File: src/rtl/axi_to_mem.sv
`default_nettype none
// ============================================================================
// Module     : axi_to_mem
// Description: AXI4 slave to single-port synchronous memory bridge. Each beat
//              becomes a one-cycle memory access; read data returns 1 cycle
//              after the request. Define AXI_TO_MEM_WRAP_EN to enable WRAP
//              burst arithmetic; otherwise WRAP bursts advance as INCR.
// Revision   : 1.0 - initial release
// ============================================================================
module axi_to_mem #(
  parameter int unsigned AXI_ID_WIDTH   = 1,
  parameter int unsigned AXI_ADDR_WIDTH = 32,
  parameter int unsigned AXI_DATA_WIDTH = 64,
  parameter int unsigned AXI_USER_WIDTH = 1
) (
  input  logic                          clk_i,
  input  logic                          rst_ni,
  // AW channel
  input  logic [AXI_ID_WIDTH-1:0]       aw_id,
  input  logic [AXI_ADDR_WIDTH-1:0]     aw_addr,
  input  logic [7:0]                    aw_len,
  input  logic [2:0]                    aw_size,
  input  logic [1:0]                    aw_burst,
  input  logic                          aw_lock,
  input  logic [3:0]                    aw_cache,
  input  logic [2:0]                    aw_prot,
  input  logic [3:0]                    aw_qos,
  input  logic [3:0]                    aw_region,
  input  logic [5:0]                    aw_atop,
  input  logic [AXI_USER_WIDTH-1:0]     aw_user,
  input  logic                          aw_valid,
  output logic                          aw_ready,
  // AR channel
  input  logic [AXI_ID_WIDTH-1:0]       ar_id,
  input  logic [AXI_ADDR_WIDTH-1:0]     ar_addr,
  input  logic [7:0]                    ar_len,
  input  logic [2:0]                    ar_size,
  input  logic [1:0]                    ar_burst,
  input  logic                          ar_lock,
  input  logic [3:0]                    ar_cache,
  input  logic [2:0]                    ar_prot,
  input  logic [3:0]                    ar_qos,
  input  logic [3:0]                    ar_region,
  input  logic [AXI_USER_WIDTH-1:0]     ar_user,
  input  logic                          ar_valid,
  output logic                          ar_ready,
  // W channel
  input  logic [AXI_DATA_WIDTH-1:0]     w_data,
  input  logic [AXI_DATA_WIDTH/8-1:0]   w_strb,
  input  logic                          w_last,
  input  logic [AXI_USER_WIDTH-1:0]     w_user,
  input  logic                          w_valid,
  output logic                          w_ready,
  // B channel
  output logic [AXI_ID_WIDTH-1:0]       b_id,
  output logic [1:0]                    b_resp,
  output logic [AXI_USER_WIDTH-1:0]     b_user,
  output logic                          b_valid,
  input  logic                          b_ready,
  // R channel
  output logic [AXI_ID_WIDTH-1:0]       r_id,
  output logic [AXI_DATA_WIDTH-1:0]     r_data,
  output logic [1:0]                    r_resp,
  output logic                          r_last,
  output logic [AXI_USER_WIDTH-1:0]     r_user,
  output logic                          r_valid,
  input  logic                          r_ready,
  // Memory port
  output logic                          req_o,
  output logic                          we_o,
  output logic [AXI_ADDR_WIDTH-1:0]     addr_o,
  output logic [AXI_DATA_WIDTH/8-1:0]   be_o,
  output logic [AXI_DATA_WIDTH-1:0]     data_o,
  input  logic [AXI_DATA_WIDTH-1:0]     data_i
);

  localparam int unsigned STRB_WIDTH  = AXI_DATA_WIDTH / 8;
  localparam logic [1:0]  BURST_FIXED = 2'b00;
  localparam logic [1:0]  BURST_WRAP  = 2'b10;
  localparam logic [1:0]  RESP_OKAY   = 2'b00;

  typedef enum logic [2:0] {
    IDLE        = 3'd0,
    READ        = 3'd1,
    WAIT_WVALID = 3'd2,
    WRITE       = 3'd3,
    SEND_B      = 3'd4
  } state_e;

  state_e                    state_q, state_d;
  logic [AXI_ID_WIDTH-1:0]   id_q,    id_d;
  logic [AXI_ADDR_WIDTH-1:0] addr_q,  addr_d;
  logic [7:0]                len_q,   len_d;
  logic [2:0]                size_q,  size_d;
  logic [1:0]                burst_q, burst_d;
  logic [7:0]                cnt_q,   cnt_d;

  logic                      unused_inputs;
  assign unused_inputs = ^{aw_lock, aw_cache, aw_prot, aw_qos, aw_region, aw_atop, aw_user,
                           ar_lock, ar_cache, ar_prot, ar_qos, ar_region, ar_user, w_user};

  function automatic logic [AXI_ADDR_WIDTH-1:0] next_addr(
    input logic [AXI_ADDR_WIDTH-1:0] addr,
    input logic [7:0]                len,
    input logic [2:0]                size,
    input logic [1:0]                burst
  );
    logic [AXI_ADDR_WIDTH-1:0] step;
    logic [AXI_ADDR_WIDTH-1:0] aligned;
    logic [AXI_ADDR_WIDTH-1:0] nxt;
`ifdef AXI_TO_MEM_WRAP_EN
    logic [AXI_ADDR_WIDTH-1:0] wrap_mask;
`else
    logic                      unused_len;
`endif
    step    = AXI_ADDR_WIDTH'(1) << size;
    aligned = addr & ~(step - AXI_ADDR_WIDTH'(1));
    nxt     = aligned + step;
`ifdef AXI_TO_MEM_WRAP_EN
    // Wrap window is (len+1)*2^size bytes; keep the window base, wrap the offset.
    wrap_mask = ((AXI_ADDR_WIDTH'(len) + AXI_ADDR_WIDTH'(1)) << size) - AXI_ADDR_WIDTH'(1);
    if (burst == BURST_WRAP) begin
      nxt = (aligned & ~wrap_mask) | (nxt & wrap_mask);
    end
`else
    unused_len = ^len;
`endif
    if (burst == BURST_FIXED) begin
      nxt = addr;
    end
    return nxt;
  endfunction

  always_comb begin
    state_d  = state_q;
    id_d     = id_q;
    addr_d   = addr_q;
    len_d    = len_q;
    size_d   = size_q;
    burst_d  = burst_q;
    cnt_d    = cnt_q;

    aw_ready = 1'b0;
    ar_ready = 1'b0;
    w_ready  = 1'b0;
    b_valid  = 1'b0;
    r_valid  = 1'b0;
    r_last   = 1'b0;
    req_o    = 1'b0;
    we_o     = 1'b0;
    addr_o   = addr_q;
    be_o     = '0;

    unique case (state_q)
      IDLE: begin
        if (ar_valid) begin
          ar_ready = 1'b1;
          req_o    = 1'b1;
          addr_o   = ar_addr;
          be_o     = {STRB_WIDTH{1'b1}};
          id_d     = ar_id;
          addr_d   = ar_addr;
          len_d    = ar_len;
          size_d   = ar_size;
          burst_d  = ar_burst;
          cnt_d    = 8'd0;
          state_d  = READ;
        end else if (aw_valid) begin
          aw_ready = 1'b1;
          id_d     = aw_id;
          addr_d   = aw_addr;
          len_d    = aw_len;
          size_d   = aw_size;
          burst_d  = aw_burst;
          state_d  = WAIT_WVALID;
          if (w_valid) begin
            w_ready = 1'b1;
            req_o   = 1'b1;
            we_o    = 1'b1;
            addr_o  = aw_addr;
            be_o    = w_strb;
            addr_d  = next_addr(aw_addr, aw_len, aw_size, aw_burst);
            state_d = w_last ? SEND_B : WRITE;
          end
        end
      end

      READ: begin
        r_valid = 1'b1;
        r_last  = (cnt_q == len_q);
        req_o   = 1'b1;
        be_o    = {STRB_WIDTH{1'b1}};
        if (r_ready) begin
          if (r_last) begin
            req_o   = 1'b0;
            be_o    = '0;
            state_d = IDLE;
          end else begin
            cnt_d  = cnt_q + 8'd1;
            addr_d = next_addr(addr_q, len_q, size_q, burst_q);
            addr_o = addr_d;
          end
        end
        // Without r_ready the current address is re-read so data_i stays valid.
      end

      WAIT_WVALID, WRITE: begin
        if (w_valid) begin
          w_ready = 1'b1;
          req_o   = 1'b1;
          we_o    = 1'b1;
          be_o    = w_strb;
          addr_d  = next_addr(addr_q, len_q, size_q, burst_q);
          state_d = w_last ? SEND_B : WRITE;
        end
      end

      SEND_B: begin
        b_valid = 1'b1;
        if (b_ready) begin
          state_d = IDLE;
        end
      end

      default: state_d = IDLE;
    endcase
  end

  assign data_o = w_data;
  assign r_data = data_i;
  assign r_id   = id_q;
  assign b_id   = id_q;
  assign r_resp = RESP_OKAY;
  assign b_resp = RESP_OKAY;
  assign r_user = '0;
  assign b_user = '0;

  always_ff @(posedge clk_i or negedge rst_ni) begin
    if (!rst_ni) begin
      state_q <= IDLE;
      id_q    <= '0;
      addr_q  <= '0;
      len_q   <= '0;
      size_q  <= '0;
      burst_q <= '0;
      cnt_q   <= '0;
    end else begin
      state_q <= state_d;
      id_q    <= id_d;
      addr_q  <= addr_d;
      len_q   <= len_d;
      size_q  <= size_d;
      burst_q <= burst_d;
      cnt_q   <= cnt_d;
    end
  end

endmodule
`default_nettype wire

File: config.mk
export PLATFORM = sky130hd
export DESIGN_NAME = axi_to_mem
export DESIGN_NICKNAME = d
export VERILOG_FILES = /design/src/rtl/axi_to_mem.sv
export SDC_FILE = /design/constraint.sdc
export NUM_CORES = 1
export LEC_CHECK = 0
export CORE_AREA = 2 2 179 181
export CTS_BUF_LIST = sky130_fd_sc_hd__clkbuf_8
export CTS_CLUSTER_DIAMETER = 200
export DETAILED_ROUTE_END_ITERATION = 8
export DIE_AREA = 0 0 181 183
export PLACE_DENSITY_LB_ADDON = 0.08
export SETUP_SLACK_MARGIN = 0.02
export SYNTH_ARGS = -nofsm -noshare
export SYNTH_HDL_FRONTEND = slang
export SYNTH_SLANG_ARGS = --single-unit
File: constraint.sdc
create_clock -name clk_i -period 8.2 [get_ports clk_i]
set_clock_uncertainty 0.05 [all_clocks]
set_input_delay 1.64 -clock clk_i [delete_from_list [all_inputs] [get_ports clk_i]]
set_output_delay 1.64 -clock clk_i [all_outputs]
set_load 0.03 [all_outputs]
==> flow_summary.toml, run 1 <==
[synthesis]
yosys-top-cells-count = "nand2_1, buf_4, nor2_1"
yosysMostFrequentCell = "nand2_1"
synthArstFlopShare_pct = 100
synth_top_area_share_pct = 16.6
synth.area.top_cells = "dfrtp_1, buf_4, nand2_1, o21ai_0, a21oi_1"
ys_ff_latch = 57
netlist_instances = 1255
synth_flop_cell = "dfrtp_1"
syn_avg_cell_area_um2 = 6.86
ys.warnings.count = 0
synth_cell_types = 95
ys_seq_area_share_pct = 16.6
synth_edf_count = 0
synth.largest_area_cell = "dfrtp_1"
netlist_area_um2 = 8600

[worst_setup_path]
reg2reg_depth = 10
cp_top_family = "buffers and inverters"
worstReg2RegEnd = "addr_q[26]"
critPathLaunchType = "primary input"
startpoint = "w_valid"
crit_type = "in -> out"
r2r-start = "state_q[1]"
critPathBufInv = 4
crit_chain = "clkdlybuf4s50_1 > buf_4 > nand2_1 > buf_4 > nand2_1 > a21oi_1 > a211oi_1 > a31oi_1 > nor2_1 > a21oi_1 > clkdlybuf4s50_1"
critPathCaptureType = "output port"
critPathMaxStageDelay_ps = 710
reg2reg_setup_slack_ps = 4200
slowest_stage = "clkdlybuf4s50_1"
critPathMaxFanout = 14
arrival_ps = 4790
required_ps = 6510

[drt]
antenna_left = 0
drt_iter0_markers = 841
routed_wl_um = 39100
drc = 0
first_pass_iters = 6
vias_per_cell = 5.65
vias = 9234
wire_per_inst_um = 23.9

[global_route]
busiest_layer = "met2"
grt_pass1_wl_um = 57800
met3_usage_pct = 3.30
grt_pass1_vias = 8633
antenna_found_initial = 0
groute.usage.overall_pct = 23.1
use_met1_pct = 34.5
use_met2_pct = 34.8
grt_max_degree = 58
overflow = 0

[floorplan]
die_area_um2 = 33100
fp.coreArea_um2 = 31200
fp-row-count = 65
pin_count = 461
start_util_pct = 27.5
die_height_um = 183
die_w_um = 181

[pwr]
finalPower_w = 0.00376
power_density_nw_per_um2 = 388
p_leak_nw = 3.62
irDropWorstVdd_mv = 0.193

[cts]
cts.path.max_buffers = 2
clockRootBuffer = "clkbuf_8"
hold_buffers = 0
clk_latency_ps = 390
clk_pin_slew_worst_paths_ps = 90
cts_max_level = 3
postCtsSetupRepairBufs = 0
post_cts_resized = 0
cts_buffers = 9
clock_sinks = 57
cts_tree = "yes"

[worst_hold_path]
holdPathEnd = "len_q[5]"
hold_start = "len_q[5]"
hp-class = "reg -> reg"
min_path_cells = 2

[placed_design]
place_hpwl_um = 28700
gp_congestion = 0.886
post-place-ws_ps = 1730
port_buffers = 157
placedCellCount = 1618

[finish]
instances_no_fill = 1634
antenna_cells = 0
drive_above_1_share_pct = 6.41
area_growth_pct = 12.8
fin_nets = 1514

[sta]
slew_viol_final = 0
finalSetupViolations = 0
layout_setup_ws_ps = 1720
hold_violations = 0
min_period_over_period_pct = 79.0
fin_tns_setup_ps = 0
post-route-min-period_ps = 6480
clock.fmax_ghz = 0.154
rsz0062_at_grt = "false"
slew_headroom_pct = 22.6
worstMarginPinSlew_ps = 1150

[outcome]
status = "complete, no violations"

[run]
maxCapViolCount = 0
[worst register-to-register path, stage by stage (launching register included)]
cell and delay (ps):
dfrtp_1 860, nor2_2 100, nand2_1 770, clkinv_1 530
buf_4 370, nand2_1 270, nand2_1 320, inv_1 260
a21oi_1 90, a21oi_1 170, o211ai_1 110
[layout by cell type (no fill, tap or decap), types with 6 or more instances in the layout]
cell type        instances
o21a_1                   8
nor4_1                   6
a221oi_1                 8
a221o_1                  8
o221ai_1                 6
clkbuf_8                 9
a311oi_1                12
o22a_1                   7
nor3_1                  25
nor2b_1                 10
o31ai_1                 11
a22oi_1                  6
dfrtp_1                 57
nand4_1                 17
inv_1                   23
buf_4                   24
a211oi_1                10
xnor2_1                 30
conb_1                   6
o21ai_1                 10
o211ai_1                13
o21ai_0                 98
a31oi_1                 28
clkdlybuf4s50_1        155
nand2_1                186
xor2_1                  21
ha_1                     9
nand3_1                 51
and3_1                  17
o22ai_1                 18
mux2i_1                 21
nor2_1                  98
and2_1                   9
a21oi_1                 91
[where the power goes]
| part | switching [W] | leakage [nW] | internal, W | total [W] |
|---|---|---|---|---|
| sequential | 0.000266 | 0.706 | 0.000410 | 0.000676 |
| combinational | 0.00175 | 2.81 | 0.00101 | 0.00275 |
| clock | 0.000165 | 0.106 | 0.000171 | 0.000336 |
| total | 0.00218 | 3.62 | 0.00159 | 0.00376 |
[layout make-up]
class,instances,area (um^2)
inverters,27,101
flip-flops and latches,57,1430
well taps,402,503
repair buffers,181,1740
multi-input cells,951,5710
clock buffers,9,124
clock inverters,7,93.8
fillers,3471,21500
[layer usage]
layer	wire (um)	up-vias
met1	18800	4471
met5	0	-
met2	16900	385
met4	520	0
met3	2820	54
li1	-	4324
[through the flow]
step / util, % / hold slack (ps) / cell area (um^2)
4_1_cts: 31.1 / 463 / 9700
2_1_floorplan: - / 414 / 8620
5_1_grt: 31.1 / 487 / 9700
3_5_place_dp: 30.4 / 441 / 9490
6_report: 31.1 / 456 / 9700
3_3_place_gp: 30.4 / 434 / 9490
[worst max-delay path by stage]
| stage | endpoint | slack, ps | depth (start not counted) |
|---|---|---|---|
| floorplan | addr_o[26] | 2760 | 6 |
| detailed placement | addr_o[18] | 1730 | 9 |
| finish | addr_o[15] | 1720 | 11 |
| global placement | addr_o[18] | 1720 | 9 |
| CTS | addr_o[18] | 1720 | 9 |
| global route | addr_o[18] | 1530 | 9 |
[sequential cells by signal, indices dropped and copies added (netlist names)]
| signal | cells |
|---|---|
| b_id | 1 |
| cnt_q | 8 |
| len_q | 8 |
| addr_q | 32 |
| burst_q | 2 |
| size_q | 3 |
| state_q | 3 |
[kinds of logic after synthesis]
| group | after synthesis | synth area share, % |
|---|---|---|
| muxes | 26 | 3.10 |
| buffers and inverters | 252 | 17.3 |
| and+or+nand+nor | 476 | 27.1 |
| xor gates and xnor gates | 51 | 5.19 |
| DFF | 57 | 16.6 |
| other | 1 | 0.0436 |
| adders and majority gates | 10 | 1.54 |
| AOI/OAI and AO/OA | 382 | 29.2 |
No activity file was read; power rests on OpenSTA's default activity.
==> run 2: changes to the inputs <==
Settings changed: CORE_AREA 2 2 179 181 to 2 2 182 184, DIE_AREA 0 0 181 183 to 0 0 184 186.
Clock period 8.2 ns to 6.2 ns, I/O delays scaled along.
==> run 2 against run 1 <==
  * Flip-flop and latch count stayed put
  * Sequential power grew 36%
  * Setup slack lost 1400 ps
  * Worst hold slack gained 5.3 ps
  * Largest cell class unchanged
==> flow_summary.toml, run 2 (synthesized netlist as in run 1, its figures left out) <==
[drt]
vias = 9343
topRoutingLayerUsed = "met4"
wl_met2_um = 16900
drc = 0
antenna_left = 0
vias_per_cell = 5.65
first_pass_iters = 5
wire_per_inst_um = 24.0
drt_iter0_markers = 928
wl_met3_um = 2920
wl_met1_um = 18900
routed_wl_um = 39800

[sta]
post-route-min-period_ps = 5890
slew_viol_final = 0
hold_violations = 0
slew_headroom_pct = 24.8
fin_tns_setup_ps = 0
min_period_over_period_pct = 95.1
finalSetupViolations = 0
worstMarginPinSlew_ps = 1120
clock.fmax_ghz = 0.170
rsz0062_at_grt = "false"
layout_setup_ws_ps = 307

[finish]
antenna_cells = 0
largest-register = "addr_q"
largest_reg_flops = 32
reg_top3 = "addr_q (32), cnt_q (8), len_q (8)"
layout_common_cells = "nand2_1, clkdlybuf4s50_1, nor2_1, o21ai_0, a21oi_1"
multi_input_area_um2 = 5710
regArea_um2 = 1430
layout_commonest_cell = "nand2_1"
area_growth_pct = 13.7
drive_above_1_share_pct = 7.54
fin_nets = 1528
instances_no_fill = 1654
num-fill-cells = 3548

[run]
maxCapViolCount = 0

[worst_setup_path]
critPathMaxStageDelay_ps = 730
arrival_ps = 4600
slowest_stage = "dfrtp_1"
r2r-start = "size_q[0]"
crit_type = "reg -> out"
critPathLaunchType = "flop"
startpoint = "size_q[0]"
reg2reg_setup_slack_ps = 2460
reg2reg_depth = 11
critPathMaxFanout = 15
critPathCaptureType = "output port"
required_ps = 4910
endpoint = "addr_o[28]"
crit_chain = "and3_1 > inv_2 > ha_1 > nand4b_1 > o2111a_1 > o211ai_1 > nor3_1 > nand2_1 > o311a_1 > o21ai_0 > clkdlybuf4s50_1"
worstReg2RegEnd = "addr_q[28]"

[cts]
cts_buffers = 9
postCtsSetupRepairBufs = 0
clockRootBuffer = "clkbuf_8"
clk_latency_ps = 370
clock_sinks = 57
clk_pin_slew_worst_paths_ps = 80
cts_tree = "yes"
cts.path.max_buffers = 2
cts_max_level = 3

[placed_design]
gp_congestion = 0.869
port_buffers = 157
placedCellCount = 1638
place_hpwl_um = 30000
post-place-ws_ps = 644

[floorplan]
die_height_um = 186
die_area_um2 = 34200
pin_count = 461
die_w_um = 184
fp.coreArea_um2 = 32200
start_util_pct = 26.7
fp-row-count = 66

[outcome]
status = "complete, no violations"

[pwr]
power_density_nw_per_um2 = 506
irDropWorstVdd_mv = 0.188
finalPower_w = 0.00495
p_leak_nw = 3.67

[global_route]
grt_pass1_wl_um = 58700
grt_max_degree = 58
grt_pass1_vias = 8684
antenna_found_initial = 1
groute.usage.overall_pct = 23.1
overflow = 0

[worst_hold_path]
hp-class = "reg -> reg"
[run 2: changes by cell type in the layout (fill, tap and decap cells not counted)]
cell,change
buf_12,+1
buf_4,+13
bufinv_16,-2
clkinv_2,+1
clkinv_4,+2
dfrtp_1,-1
dfrtp_2,+1
inv_6,-1
[run 2: worst min path at each step]
stage,slack (ps),cells after the start,start,to
2_1_floorplan,410,2,burst_q[0],burst_q[0]
3_3_place_gp,440,2,len_q[7],len_q[7]
3_5_place_dp,450,2,len_q[4],len_q[4]
4_1_cts,470,2,len_q[7],len_q[7]
5_1_grt,480,2,len_q[4],len_q[4]
6_report,460,2,len_q[4],len_q[4]
[run 2: per-stage QoR]
step / hold slack (ps) / util, % / cell area (um^2)
finish: 461 / 30.4 / 9780
global route: 484 / 30.4 / 9780
CTS: 467 / 30.4 / 9780
detailed placement: 449 / 29.8 / 9610
global placement: 437 / 29.8 / 9610
floorplan: 414 / - / 8620
[run 2: area by class of cell]
type	instances	share of cell area [%]
repair buffers	195	19.0
inverters	27	1.04
well taps	408	5.22
clock inverters	7	0.486
multi-input cells	951	58.4
flip-flops and latches	57	14.6
clock buffers	9	1.27
[run 2: what timing repair did]
item / CTS / global route
hold buffers: 0 / 0
endpoints found under the setup margin: 0 / 3
hold endpoints to repair: 0 / 0
gates resized for setup: 0 / 1
[run 2: routing by layer]
metal / vias up / global-route usage [%]
met4: 0 / 7.01
met1: 4550 / 34.7
met3: 53 / 2.37
li1: 4370 / -
met2: 370 / 34.4
met5: - / 0
[run 2: critical path, delay by kind of cell, from the launching register on]
| family | cells | cell delay, ps |
|---|---|---|
| AND/OR/NAND/NOR | 4 | 1240 |
| AO/OA/AOI/OAI | 4 | 1150 |
| buffers and inverters | 2 | 820 |
| flip-flops | 1 | 730 |
| adder cells (fa/ha/maj) | 1 | 310 |
[run 2: where the power goes]
part           internal (W)  leakage, nW  total, W  switching [W]
Sequential         0.000543        0.705  0.000917       0.000374
Combinational       0.00136         2.88   0.00369        0.00233
Clock              0.000144       0.0850  0.000345       0.000201
Total               0.00205         3.67   0.00495        0.00291
